==> src/rtl/fifo_stream_reader_if.sv <==
// rtl/fifo_stream_reader_if.sv - valid/ready stream interface between the reader and its consumer

interface fifo_stream_reader_if #(
   parameter int WIDTH = 8
);
   logic             m_valid;
   logic [WIDTH-1:0] m_data;
   logic             m_ready;

   // Producer side: drives valid/data, observes ready
   modport master (
      output m_valid,
      output m_data,
      input  m_ready
   );

   // Consumer side: observes valid/data, drives ready
   modport slave (
      input  m_valid,
      input  m_data,
      output m_ready
   );
endinterface

==> src/rtl/fifo_stream_reader.sv <==
// rtl/fifo_stream_reader.sv - FIFO read-side bridge with 3-entry skid buffer and beat counter

module fifo_stream_reader #(
   parameter int WIDTH = 8,
   parameter int CNT_W = 16
) (
   input  logic                 clk,
   input  logic                 reset_n,
   input  logic                 fifo_empty,
   input  logic [WIDTH-1:0]     fifo_data,
   output logic                 fifo_rd_en,
   input  logic                 flush,
   fifo_stream_reader_if.master m_if,
   output logic [CNT_W-1:0]     beat_cnt
);

   logic [1:0]       occ_q, occ_d;
   logic             inflight_q, inflight_d;
   logic [1:0]       rd_ptr_q, rd_ptr_d;
   logic [1:0]       wr_ptr_q, wr_ptr_d;
   logic [WIDTH-1:0] buf_q [3];
   logic [WIDTH-1:0] buf_d [3];
   logic [CNT_W-1:0] beat_cnt_q, beat_cnt_d;

   logic [2:0]       pending;
   logic             capture;
   logic             pop;
   logic [WIDTH-1:0] head_data;

   function automatic logic [1:0] ptr_inc(input logic [1:0] p);
      return (p == 2'd2) ? 2'd0 : p + 2'd1;
   endfunction

   // Words already buffered plus the one in flight must leave room for a new read,
   // so the three slots can never overflow; m_ready is deliberately not used here.
   assign pending    = {1'b0, occ_q} + {2'b00, inflight_q};
   assign fifo_rd_en = reset_n && !fifo_empty && !flush && (pending <= 3'd2);

   // A flush discards the word arriving from last cycle's read
   assign capture = inflight_q && !flush;
   assign pop     = m_if.m_valid && m_if.m_ready;

   assign m_if.m_valid = (occ_q != 2'd0);
   assign m_if.m_data  = m_if.m_valid ? head_data : '0;
   assign beat_cnt     = beat_cnt_q;

   // Select the buffer head without indexing past the third slot
   always_comb begin
      head_data = buf_q[0];
      for (int i = 1; i < 3; i++) begin
         if (rd_ptr_q == 2'(i)) begin
            head_data = buf_q[i];
         end
      end
   end

   // Next-state: capture, pop, occupancy, flush and delivered-beat count
   always_comb begin
      occ_d      = occ_q;
      inflight_d = fifo_rd_en;
      rd_ptr_d   = rd_ptr_q;
      wr_ptr_d   = wr_ptr_q;
      buf_d      = buf_q;
      beat_cnt_d = beat_cnt_q + {{(CNT_W-1){1'b0}}, pop};

      if (flush) begin
         occ_d      = 2'd0;
         inflight_d = 1'b0;
         rd_ptr_d   = 2'd0;
         wr_ptr_d   = 2'd0;
      end else begin
         if (capture) begin
            for (int i = 0; i < 3; i++) begin
               if (wr_ptr_q == 2'(i)) begin
                  buf_d[i] = fifo_data;
               end
            end
            wr_ptr_d = ptr_inc(wr_ptr_q);
         end
         if (pop) begin
            rd_ptr_d = ptr_inc(rd_ptr_q);
         end
         case ({capture, pop})
            2'b10:   occ_d = occ_q + 2'd1;
            2'b01:   occ_d = occ_q - 2'd1;
            default: occ_d = occ_q;
         endcase
      end
   end

   // State registers; reset drops all buffered and in-flight data immediately
   always_ff @(posedge clk or negedge reset_n) begin
      if (!reset_n) begin
         occ_q      <= 2'd0;
         inflight_q <= 1'b0;
         rd_ptr_q   <= 2'd0;
         wr_ptr_q   <= 2'd0;
         beat_cnt_q <= '0;
         for (int i = 0; i < 3; i++) begin
            buf_q[i] <= '0;
         end
      end else begin
         occ_q      <= occ_d;
         inflight_q <= inflight_d;
         rd_ptr_q   <= rd_ptr_d;
         wr_ptr_q   <= wr_ptr_d;
         beat_cnt_q <= beat_cnt_d;
         buf_q      <= buf_d;
      end
   end

endmodule

==> src/flat_wrapper.sv <==
// flat-port wrapper written by rule: the top's interface ports become plain ports
module fifo_stream_reader_flat 
#(
   parameter int WIDTH = 8,
   parameter int CNT_W = 16
)
  (clk, reset_n, fifo_empty, fifo_data, fifo_rd_en, flush, beat_cnt, m_if_m_valid, m_if_m_data, m_if_m_ready);
  fifo_stream_reader_if #(.WIDTH(WIDTH)) m_if_i ();
  input  logic clk;
  input  logic reset_n;
  input  logic fifo_empty;
  input  logic [WIDTH-1:0] fifo_data;
  output logic fifo_rd_en;
  input  logic flush;
  output logic [CNT_W-1:0] beat_cnt;
  output wire logic [$bits(m_if_i.m_valid)-1:0] m_if_m_valid;
  output wire logic [$bits(m_if_i.m_data)-1:0] m_if_m_data;
  input wire logic [$bits(m_if_i.m_ready)-1:0] m_if_m_ready;
  assign m_if_m_valid = m_if_i.m_valid;
  assign m_if_m_data = m_if_i.m_data;
  assign m_if_i.m_ready = m_if_m_ready;
  fifo_stream_reader #(.WIDTH(WIDTH), .CNT_W(CNT_W)) u_core (.clk(clk), .reset_n(reset_n), .fifo_empty(fifo_empty), .fifo_data(fifo_data), .fifo_rd_en(fifo_rd_en), .flush(flush), .m_if(m_if_i), .beat_cnt(beat_cnt));
endmodule
==> config.mk <==
export PLATFORM = sky130hd
export DESIGN_NAME = fifo_stream_reader_flat
export DESIGN_NICKNAME = d
export VERILOG_FILES = /design/src/rtl/fifo_stream_reader_if.sv /design/src/rtl/fifo_stream_reader.sv /design/src/flat_wrapper.sv
export SDC_FILE = /design/constraint.sdc
export NUM_CORES = 1
export LEC_CHECK = 0
export ABC_AREA = 1
export ABC_CLOCK_PERIOD_IN_PS = 2000
export CAP_MARGIN = 10
export CORE_MARGIN = 2
export CORE_UTILIZATION = 51
export DETAILED_ROUTE_END_ITERATION = 8
export PLACE_DENSITY = 0.76
export SETUP_SLACK_MARGIN = 0.2
export SLEW_MARGIN = 0
export SYNTH_ARGS = -nofsm -noshare
export SYNTH_HDL_FRONTEND = slang
export SYNTH_SLANG_ARGS = --single-unit
==> constraint.sdc <==
create_clock -name clk -period 2 [get_ports clk]
set_input_delay 0.4 -clock clk [delete_from_list [all_inputs] [get_ports clk]]
set_output_delay 0.4 -clock clk [all_outputs]
set_load 0.03 [all_outputs]
==> impl_metrics.yaml <==
run_status:
  status: "finished with violations"
  violations: "setup timing"
placement:
  place_ws_ns: -0.1868
  place_congestion: 0.8604
  port-buffer-count: 38
  dpl.hpwl_mm: 3.726
clock_tree:
  cts_max_level: 2
  cts_tree: "yes"
  clock_sinks: 47
  clock_path_buffers: 2
  cts_root_buf: "clkbuf_8"
  cts_buffers: 5
  cts_hold_buf: 0
  clk_latency_ns: 0.31
  path_clk_slew_ns: 0.09
sta:
  finalCriticalPeriod_ns: 2.019
  max_freq_mhz: 495.2
  fin_skew_ns: 0.004817
  hold_violations: 0
  post-route-period-util: 1.010
  tns_ns: -0.01945
  worst_slew_pin_slew_ns: 0.6005
  maxSlewViolCount: 0
  rsz0062_at_grt: "true"
  relSlewSlack: 0.5997
  layout_setup_ws_ns: -0.01945
  setup_viol: 1
synthesis:
  synth_cell_types: 28
  synthTopCellsByArea: "dfrtp_1 47%, nand2_1 12%, o21ai_2 8.4%"
  yosys_warnings: 0
  syn_avg_cell_area_um2: 8.767
  ys_ff_latch: 47
  synth_top_area_frac: 0.4707
  syn-cell-area_um2: 2499
  synthCells: 285
  ys_seq_area_frac: 0.4707
  yosys.area.top_type: "dfrtp_1"
  synth_nets: 304
floorplanning:
  die_area_um2: 5475
  top_level_ports: 39
  std_cell_rows: 25
  design.core.area_um2: 4723
  die_x_um: 74.00
  die_h_um: 74.00
  initial_utilization: 0.5290
power:
  power-per-cell-area_nw_per_um2: 878.1
  seq_power_share: 0.385
  switching_share: 0.3570
  pwr-share-comb: 0.387
  p_int_mw: 2.056
  power.switching_mw: 1.142
  p_clk_frac: 0.229
  peakVddDrop_v: 0.0004606
  leakage_nw: 1.900
final_layout:
  num-nets-final: 386
  syn_to_final_growth_pct: 45.72
  num_antenna_cells: 0
  mostFrequentLayoutCell: "nand2_1"
  drive_above_1_share: 0.4348
  most-common-layout-cells: "67 x nand2_1, 46 x dfrtp_1, 28 x buf_4"
setup_path:
  worstPathMaxFanout: 2
  startpoint: "u_core.inflight_q"
  timing.rr.start: "u_core.occ_q[0]"
  crit_top_cell: "ha_4"
  crit_chain: "ha_4 > inv_4 > ha_4 > nor3b_4 > o21a_1 > buf_6"
  critPathMaxStageDelay_ns: 0.42
  crit_path_end_kind: "output pin"
  ff2ff_path_depth: 10
  cp.required_ns: 1.60
  worst-setup-path-type: "flop to output pin"
  cp.arrival_ns: 1.62
  start_kind: "flop"
  slowest_stage: "dfrtp_1"
worst_hold_path:
  hp-class: "input port to asynchronous set/reset pin"
global_route:
  grt_overflow_total: 0
  grt_pass1_vias: 2083
  antenna_found_initial: 0
  grt_pass1_wl_mm: 9.563
  grt_max_degree: 48
  grt_usage: 0.2308
routing:
  drt_wl_total_mm: 6.216
  viasPerCell: 5.094
  wire_per_inst_um: 14.29
  drcViolationCount: 0
  first_pass_iters: 4
  drtIter0Drc: 105
  vias: 2216
  final_antenna_net_count: 0
job:
  maxCapViolCount: 0
## sequential cells by signal, indices dropped and copies added (netlist names)
name               count
u_core.beat_cnt       16
u_core.inflight_q      1
u_core.rd_ptr_q        2
u_core.wr_ptr_q        2
u_core.buf_q          24
u_core.occ_q           2
## layer usage
layer / wire length, um / track usage / vias to the layer above
met5: 0 / 0 / -
met2: 3269 / 0.3919 / 60
met3: 298 / 0.05014 / 20
li1: - / - / 1077
met4: 218 / 0.1111 / 0
met1: 2430 / 0.2792 / 1059
## through the flow
stage | util | hold WS, ns | total power [mW] | std cells | instance area [um2]
floorplan | - | 0.1044 | 1.779 | 285 | 2499
global placement | 0.6424 | 0.4568 | 2.145 | 404 | 3034
detailed placement | 0.6424 | 0.4620 | 2.173 | 404 | 3034
CTS | 0.7110 | 0.2499 | 3.001 | 424 | 3358
global route | 0.7709 | 0.2819 | 3.356 | 435 | 3641
finish | 0.7709 | 0.2395 | 3.197 | 435 | 3641
## critical path: cells and delay by family (launching register included)
| family | cells | cell delay [ns] |
|---|---|---|
| compound gates | 1 | 0.14 |
| fa+ha+maj | 2 | 0.42 |
| buf+inv | 2 | 0.17 |
| flops | 1 | 0.42 |
| simple gates | 1 | 0.17 |
## Yosys cell counts
master and number:
xor2_1 6, buf_4 1, buf_2 1, nand3_1 23, buf_6 1, o21ai_0 6, nor3b_1 2, nand2_4 1
dfrtp_1 47, nand2_1 81, nand2_2 6, inv_1 32, ha_1 6, inv_2 2, xnor2_1 2, buf_8 2
inv_4 1, nor2_2 3, nor3_2 1, nand4_1 6, o21ai_2 24, or2_1 2, nor2_1 14, or2_2 7
inv_6 1, nand3_4 3, o21a_1 2, nand3b_1 2
## power groups by stage
stage	registers, mW	clock network [mW]	logic (mW)
2_1_floorplan	1.32	0	0.458
3_3_place_gp	1.22	0	0.924
3_5_place_dp	1.23	0	0.945
4_1_cts	1.21	0.740	1.05
5_1_grt	1.24	0.779	1.33
6_report	1.23	0.731	1.24
## area by class of cell
type,instances,area [um2]
fillers,310,1082
multi-input cells,198,1373
clock buffers,6,82.58
repair buffers,79,742.0
flip-flops and latches,47,1177
inverters,36,147.6
clock inverters,2,35.03
well taps,67,83.83
## worst paths after layout
| check | end | slack, ns |
|---|---|---|
| max | fifo_rd_en | -0.02 |
| min | u_core.beat_cnt[5] | 0.24 |
| max reg2reg | u_core.beat_cnt[10] | 0.28 |
| min reg2reg | u_core.buf_q[3] | 0.49 |
| max in group asynchronous | u_core.rd_ptr_q[1] | 1.34 |
| min in group clk | u_core.buf_q[3] | 0.49 |
## what timing repair did
action                                  in CTS  in global routing
cloned                                       1                  0
endpoints found under the hold margin        0                  0
endpoints found under the setup margin      23                 17
gates resized for setup                     80                 62
pin swaps                                   10                 21
buffers inserted                            11                 11
## kinds of logic after synthesis
logic type	after synthesis	synth area share
AND/OR/NAND/NOR	151	0.2904
adder cells (fa/ha/maj)	6	0.03004
XOR/XNOR	8	0.02804
flip-flops	47	0.4707
AO/OA/AOI/OAI	32	0.1022
buffers and inverters	41	0.07862
No activity file was read; power rests on OpenSTA's default activity.
